### config.mk
export PLATFORM = sky130hd
export DESIGN_NAME = dbsr_right_pipe
export DESIGN_NICKNAME = d
export VERILOG_FILES = /design/src/rtl/dbsr_right_pipe.sv
export SDC_FILE = /design/constraint.sdc
export NUM_CORES = 1
export LEC_CHECK = 0
export BUFFER_PORTS_ARGS = -buffer_cell sky130_fd_sc_hd__buf_2
export CORE_MARGIN = 2
export CORE_UTILIZATION = 45
export CTS_BUF_LIST = sky130_fd_sc_hd__clkbuf_8
export DETAILED_ROUTE_END_ITERATION = 8
export GPL_TIMING_DRIVEN = 0
export PLACE_DENSITY_LB_ADDON = 0.12
export SLEW_MARGIN = 20
export SYNTH_ARGS = -nofsm -noshare
export SYNTH_HDL_FRONTEND = slang
export SYNTH_SLANG_ARGS = --single-unit
export TNS_END_PERCENT = 20
### constraint.sdc
create_clock -name clk -period 1.6 [get_ports clk]
set_clock_uncertainty 0.2 [all_clocks]
set_input_delay 0.16 -clock clk [delete_from_list [all_inputs] [get_ports clk]]
set_output_delay 0.16 -clock clk [all_outputs]
set_load 0.01 [all_outputs]
### src/rtl/dbsr_right_pipe.sv
// Pipelined right barrel shifter with sticky generation: stage k shifts by 2^k when b[k] is set.
// Valid/ready flow control per stage; empty slots are filled even while the output is stalled.
module dbsr_right_pipe #(
  parameter int unsigned N     = 8,
  parameter int unsigned Bs    = ($clog2(N) < 1) ? 1 : $clog2(N),
  parameter bit          ARITH = 1'b0,
  parameter int unsigned TW    = 4
) (
  input  logic          clk,
  input  logic          rst,
  input  logic          in_valid,
  output logic          in_ready,
  input  logic [N-1:0]  a,
  input  logic [Bs-1:0] b,
  input  logic [TW-1:0] in_tag,
  output logic          out_valid,
  input  logic          out_ready,
  output logic [N-1:0]  c,
  output logic          sticky,
  output logic [TW-1:0] out_tag
);

  localparam logic [N-1:0] Ones = '1;

  // Per-stage registered state
  logic [Bs-1:0] vld_q;
  logic [Bs-1:0] stk_q;
  logic          fill_q [Bs];
  logic [N-1:0]  dat_q  [Bs];
  logic [TW-1:0] tag_q  [Bs];
  logic [Bs-1:0] rem_q  [Bs];

  // Values presented to each stage by its upstream neighbour
  logic [Bs-1:0] up_vld;
  logic [Bs-1:0] up_stk;
  logic          up_fill [Bs];
  logic [N-1:0]  up_dat  [Bs];
  logic [TW-1:0] up_tag  [Bs];
  logic [Bs-1:0] up_rem  [Bs];

  logic [N-1:0]  dat_d   [Bs];
  logic [Bs-1:0] rem_d   [Bs];
  logic [Bs-1:0] stk_d;
  logic [Bs-1:0] sh_bit;

  logic [Bs-1:0] rdy_dn;
  logic [Bs-1:0] en;

  // rdy_dn[k]: the slot below stage k is empty or draining this cycle
  always_comb begin
    rdy_dn = '0;
    rdy_dn[Bs-1] = out_ready;
    for (int k = int'(Bs) - 2; k >= 0; k--) begin
      rdy_dn[k] = ~vld_q[k+1] | rdy_dn[k+1];
    end
    en = ~vld_q | rdy_dn;
  end

  assign in_ready = en[0];

  for (genvar k = 0; k < Bs; k++) begin : g_stg
    localparam int unsigned Sh = 32'd1 << k;

    if (k == 0) begin : g_head
      assign up_vld[k]  = in_valid;
      assign up_stk[k]  = 1'b0;
      assign up_fill[k] = ARITH & a[N-1];
      assign up_dat[k]  = a;
      assign up_tag[k]  = in_tag;
      assign up_rem[k]  = b;
    end else begin : g_link
      assign up_vld[k]  = vld_q[k-1];
      assign up_stk[k]  = stk_q[k-1];
      assign up_fill[k] = fill_q[k-1];
      assign up_dat[k]  = dat_q[k-1];
      assign up_tag[k]  = tag_q[k-1];
      assign up_rem[k]  = rem_q[k-1];
    end

    // rem holds the not-yet-applied shift bits, LSB is this stage's bit
    assign sh_bit[k] = up_rem[k][0];
    assign rem_d[k]  = up_rem[k] >> 1;

    // Shifts of 2^k >= N empty the word: data becomes all fill, everything goes to sticky
    assign dat_d[k] = sh_bit[k] ?
                      ((up_dat[k] >> Sh) | ({N{up_fill[k]}} & ~(Ones >> Sh))) : up_dat[k];
    assign stk_d[k] = up_stk[k] | (sh_bit[k] & (|(up_dat[k] & ~(Ones << Sh))));
  end

  always_ff @(posedge clk) begin
    if (rst) begin
      vld_q <= '0;
      stk_q <= '0;
      for (int k = 0; k < int'(Bs); k++) begin
        fill_q[k] <= 1'b0;
        dat_q[k]  <= '0;
        tag_q[k]  <= '0;
        rem_q[k]  <= '0;
      end
    end else begin
      for (int k = 0; k < int'(Bs); k++) begin
        if (en[k]) begin
          vld_q[k] <= up_vld[k];
        end
        if (en[k] && up_vld[k]) begin
          stk_q[k]  <= stk_d[k];
          fill_q[k] <= up_fill[k];
          dat_q[k]  <= dat_d[k];
          tag_q[k]  <= up_tag[k];
          rem_q[k]  <= rem_d[k];
        end
      end
    end
  end

  assign out_valid = vld_q[Bs-1];
  assign c         = dat_q[Bs-1];
  assign sticky    = stk_q[Bs-1];
  assign out_tag   = tag_q[Bs-1];

endmodule

# After elaboration in Yosys (flattened, before gate mapping)
# Memories as Yosys holds them, arrays and structs flattened.
# Index checks and enable logic that the tools add are counted.
# Widths: inputs -> output; s select.
classes:
  n_bitwise: 25
  n_reduce_logical: 5
  mux: 26
op_table:
  columns: ["op", "count"]
  rows:
  - ["$mux 8", 6]
  - ["$or 1x1->1", 16]
  - ["$mux 1", 14]
  - ["$mux 4", 3]
  - ["$or 4x8->8", 1]
  - ["$or 6x8->8", 1]
  - ["$mux 2", 3]
  - ["$reduce_or 4->1", 1]
  - ["$and 1x1->1", 3]
  - ["$logic_and 1x1->1", 3]
  - ["$not 3->3", 1]
  - ["$or 3x3->3", 1]
  - ["$not 1->1", 2]
  - ["$reduce_or 2->1", 1]
totals:
  elab_cells: 66
  out_inout_bits: 15
  reg_bits: 6
  memories: 4
  inputBits: 19
  ramBits: 45
mem_list:
  columns: ["memory", "depth", "width", "rd", "rd_ports_with_merged_regs", "write_ports", "line", "rtl"]
  rows:
  - ["dat_q", 3, 8, 3, 0, 3, "29", "logic [N-1:0] dat_q [Bs];"]
  - ["tag_q", 3, 4, 3, 0, 3, "30", "logic [TW-1:0] tag_q [Bs];"]
  - ["rem_q", 3, 2, 2, 0, 3, "31", "logic [Bs-1:0] rem_q [Bs];"]
  - ["fill_q", 3, 1, 2, 0, 3, "28", "logic fill_q [Bs];"]

# Longest topological paths before layout
logic_depth:
  ltp_word: 9
  depth_mapped: 6
  ltp_nobuf: 3

# Worst setup path before layout
# No wires, ideal clock.
synth_path:
  kind: "reg2reg"
  from: "register vld_q[1]"
  to: "memory dat_q[0][0], enable pin"
  path_buffers: 1
  arrival_ps: 1054
  path_stages_with_launch: 4
  setup_time_ps: 357
  path_slack_ps: -11
  required_time_ps: 1043
  path_cell_list: "dfxtp_1 buf_2 nand4b_1 a21o_1"
synth_rtl:
  columns: ["item", "line", "rtl"]
  rows:
  - ["from (decl)", "26", "logic [Bs-1:0] vld_q;"]
  - ["from (signal, indexed assignment)", "103", "vld_q[k] <= up_vld[k];"]
  - ["to (decl)", "29", null]

==> impl_results.md <==
* Clk sinks at 45
* First-pass GRT wire length at 6040 um
* Routed WL per cell at 13.9 um
* Post-route clock period utilization at 100%
* Power Dens Cells at 1010 nW/um^2
* Die Y at 71.5 um
* Crit start category: register
* Post-synth ARST share at 0%
* Fmax at 0.623 GHz
* Max-slew violations at 0
* CP Capture Type: register
* Critical path class: register to register
* EDFF count, synth at 39
* Drc violations at 0
* Ys flop type: edfxtp_1
* Yosys top cell area share at 57.2%
* Synth cell types at 25
* Post-layout min period at 1.61 ns
* Final Setup Violations at 2
* Worst Path Arrival at 1.43 ns
* Die X at 71.5 um
* Clock Tree Buf Depth at 2
* Post-synthesis net count at 172
* Vias in the first global route at 1321
* Yosys reg bits at 45
* Row count at 24
* Worst-Skew Late Latency at 0.29 ns
* Largest net degree at the start of global routing at 15
* Final GP Congestion at 0.788
* Synth Instances at 153
* Relative slew slack at 61.9%
* Footprint of the multi-input gates at 624 sq um
* Post-Layout Inst Area at 2520 sq um
* Nets at 220
* RSZ-0062 raised after global routing: true
* Warnings from Yosys at 0
* Crit path max fanout at 5
* Register area share after synthesis at 63.0%
* Clock-pin slew on the worst setup and hold paths at 0.08 ns
* Setup WS post-layout at -0.00561 ns
* Post-detail-place hpwl at 2410 um
* Initial Util at 46.7%
* Via density at 5.23
* Placed Area at 2270 sq um
* Post-synth top cells: 39 x edfxtp_1, 18 x nor3_1, 17 x mux2i_1
* Register area at 1290 sq um
* Initial antenna violation count at 0
* Largest area contributor in the netlist: edfxtp_1
* CTS tree: built
* Initial DRC count at 37
* Total of max-cap violations at 0
* Slew @ Worst Pin at 0.572 ns
* Gr usage total at 15.3%
* HP Class: primary input to register
* Peak supply drop at 485 uV
* Most frequent cell after synthesis: edfxtp_1
* Area Overhead vs Synth at 23.0%
* Ant. Diodes at 0
* Overall Power at 2.54 mW
* Vias at 1329
* P_leak at 1.00 nW
* Root buf cell: clkbuf_8
* IO buf count at 31
* Post-Place Cells at 236
* Ports at 34
* Failing checks: setup timing
* H-tree Lvls at 2
* Residual overflow from global routing at 0
* Status: finished with violations
* Number of fill cells at 387
* Synth Cell Area at 2050 sq um
* Pre-Repair DR Iteration Count at 5
* Core area at 4380 sq um
* Top cells by area, synth: edfxtp_1 57%, mux2i_1 8.3%, dfxtp_1 5.9%, nor3b_1 5.5%, nor3_1 4.4%
* ANT nets after route at 0
* CTS buffer count at 5
* Die ar. at 5110 sq um
* Req. time, crit path at 1.42 ns
* Final hold vios at 0
* WHS at 0.0270 ns
* Drt total wl at 3540 um
* Finished Layout Cells at 254
* Share of cells above drive strength 1 at 37.6%
* Syn avg cell area at 13.4 sq um
registers in the layout, indices dropped and copies added, names as in the netlist:
| signal | flops |
|---|---|
| vld_q | 3 |
| rem_q | 3 |
| tag_q | 12 |
| stk_q | 3 |
| dat_q | 24 |
power breakdown:
| part | internal [mW] | switching (mW) |
|---|---|---|
| Clock | 0.454 | 0.352 |
| Combinational | 0.166 | 0.169 |
| Sequential | 1.37 | 0.0306 |
| Total | 1.99 | 0.552 |
cell type report:
cell class                 instances  area share [%]
clock buffer                       5            2.73
sequential                        45            51.4
buffer                            25            6.85
inverter                           4           0.596
tap                               52            2.58
multi-input combinational         79            24.8
clock inverter                     3            1.49
timing repair buffer              41            9.58
cells by family (layout without fill, tap and decap cells):
family	count (synthesis)	after routing	synth area share, %
flops	45	45	63.0
mux	17	17	8.31
compound gates	14	14	4.46
buf+inv	29	78	8.61
simple gates	48	48	15.6
repair_timing:
action | CTS | global route
endpoints found under the hold margin | 3 | 0
buffers inserted | 6 | 0
pin swaps | 2 | 0
cloned | 1 | 0
hold buffers | 3 | 0
gates resized for setup | 8 | 9
endpoints found under the setup margin | 43 | 51
worst max-delay path: stages (launching register included):
cell and delay (ns):
dfxtp_4 0.36, or2_1 0.21, a22oi_2 0.22, buf_6 0.17
buf_6 0.13, nor3_1 0.05
per-layer routing:
layer | GRT usage [%] | vias up | wire, um
li1 | - | 658 | -
met1 | 18.7 | 634 | 1550
met2 | 26.0 | 31 | 1790
met3 | 4.64 | 6 | 158
met4 | 4.82 | 0 | 41
met5 | 0 | - | 0
through the flow:
stage	worst slack [ns]	utilization (%)	TNS [ns]
floorplan	0.0510	-	0
global placement	-0.204	51.8	-7.12
detailed placement	-0.212	51.8	-8.01
CTS	0.0117	56.4	0
global route	-0.0439	57.5	-0.715
finish	-0.00561	57.5	-0.00843
final timing paths:
kind / startpoint / to / slack, ns / cells past startpoint
worst min register to register: stk_q[1] / stk_q[1] / 0.32 / 2
worst min-delay path: in_tag[3] / tag_q[0][3] / 0.03 / 2
worst max register to register: vld_q[0] / dat_q[0][6] / -0.006 / 5
worst max-delay path: vld_q[0] / dat_q[0][6] / -0.006 / 5
cell usage in the layout, fill, tap and decap left out, types with 2 or more instances in the layout:
cell,instances
mux2i_1,17
a21o_2,3
buf_6,4
edfxtp_1,39
nor4b_1,3
nor3b_1,15
clkbuf_1,3
buf_4,20
nor4b_2,4
inv_1,5
clkbuf_8,5
buf_2,34
buf_1,2
a21oi_1,7
nor3_1,15
nor3_2,3
dfxtp_1,5
dlygate4sd3_1,3
Note: power is estimated with default switching activity, not from simulation.
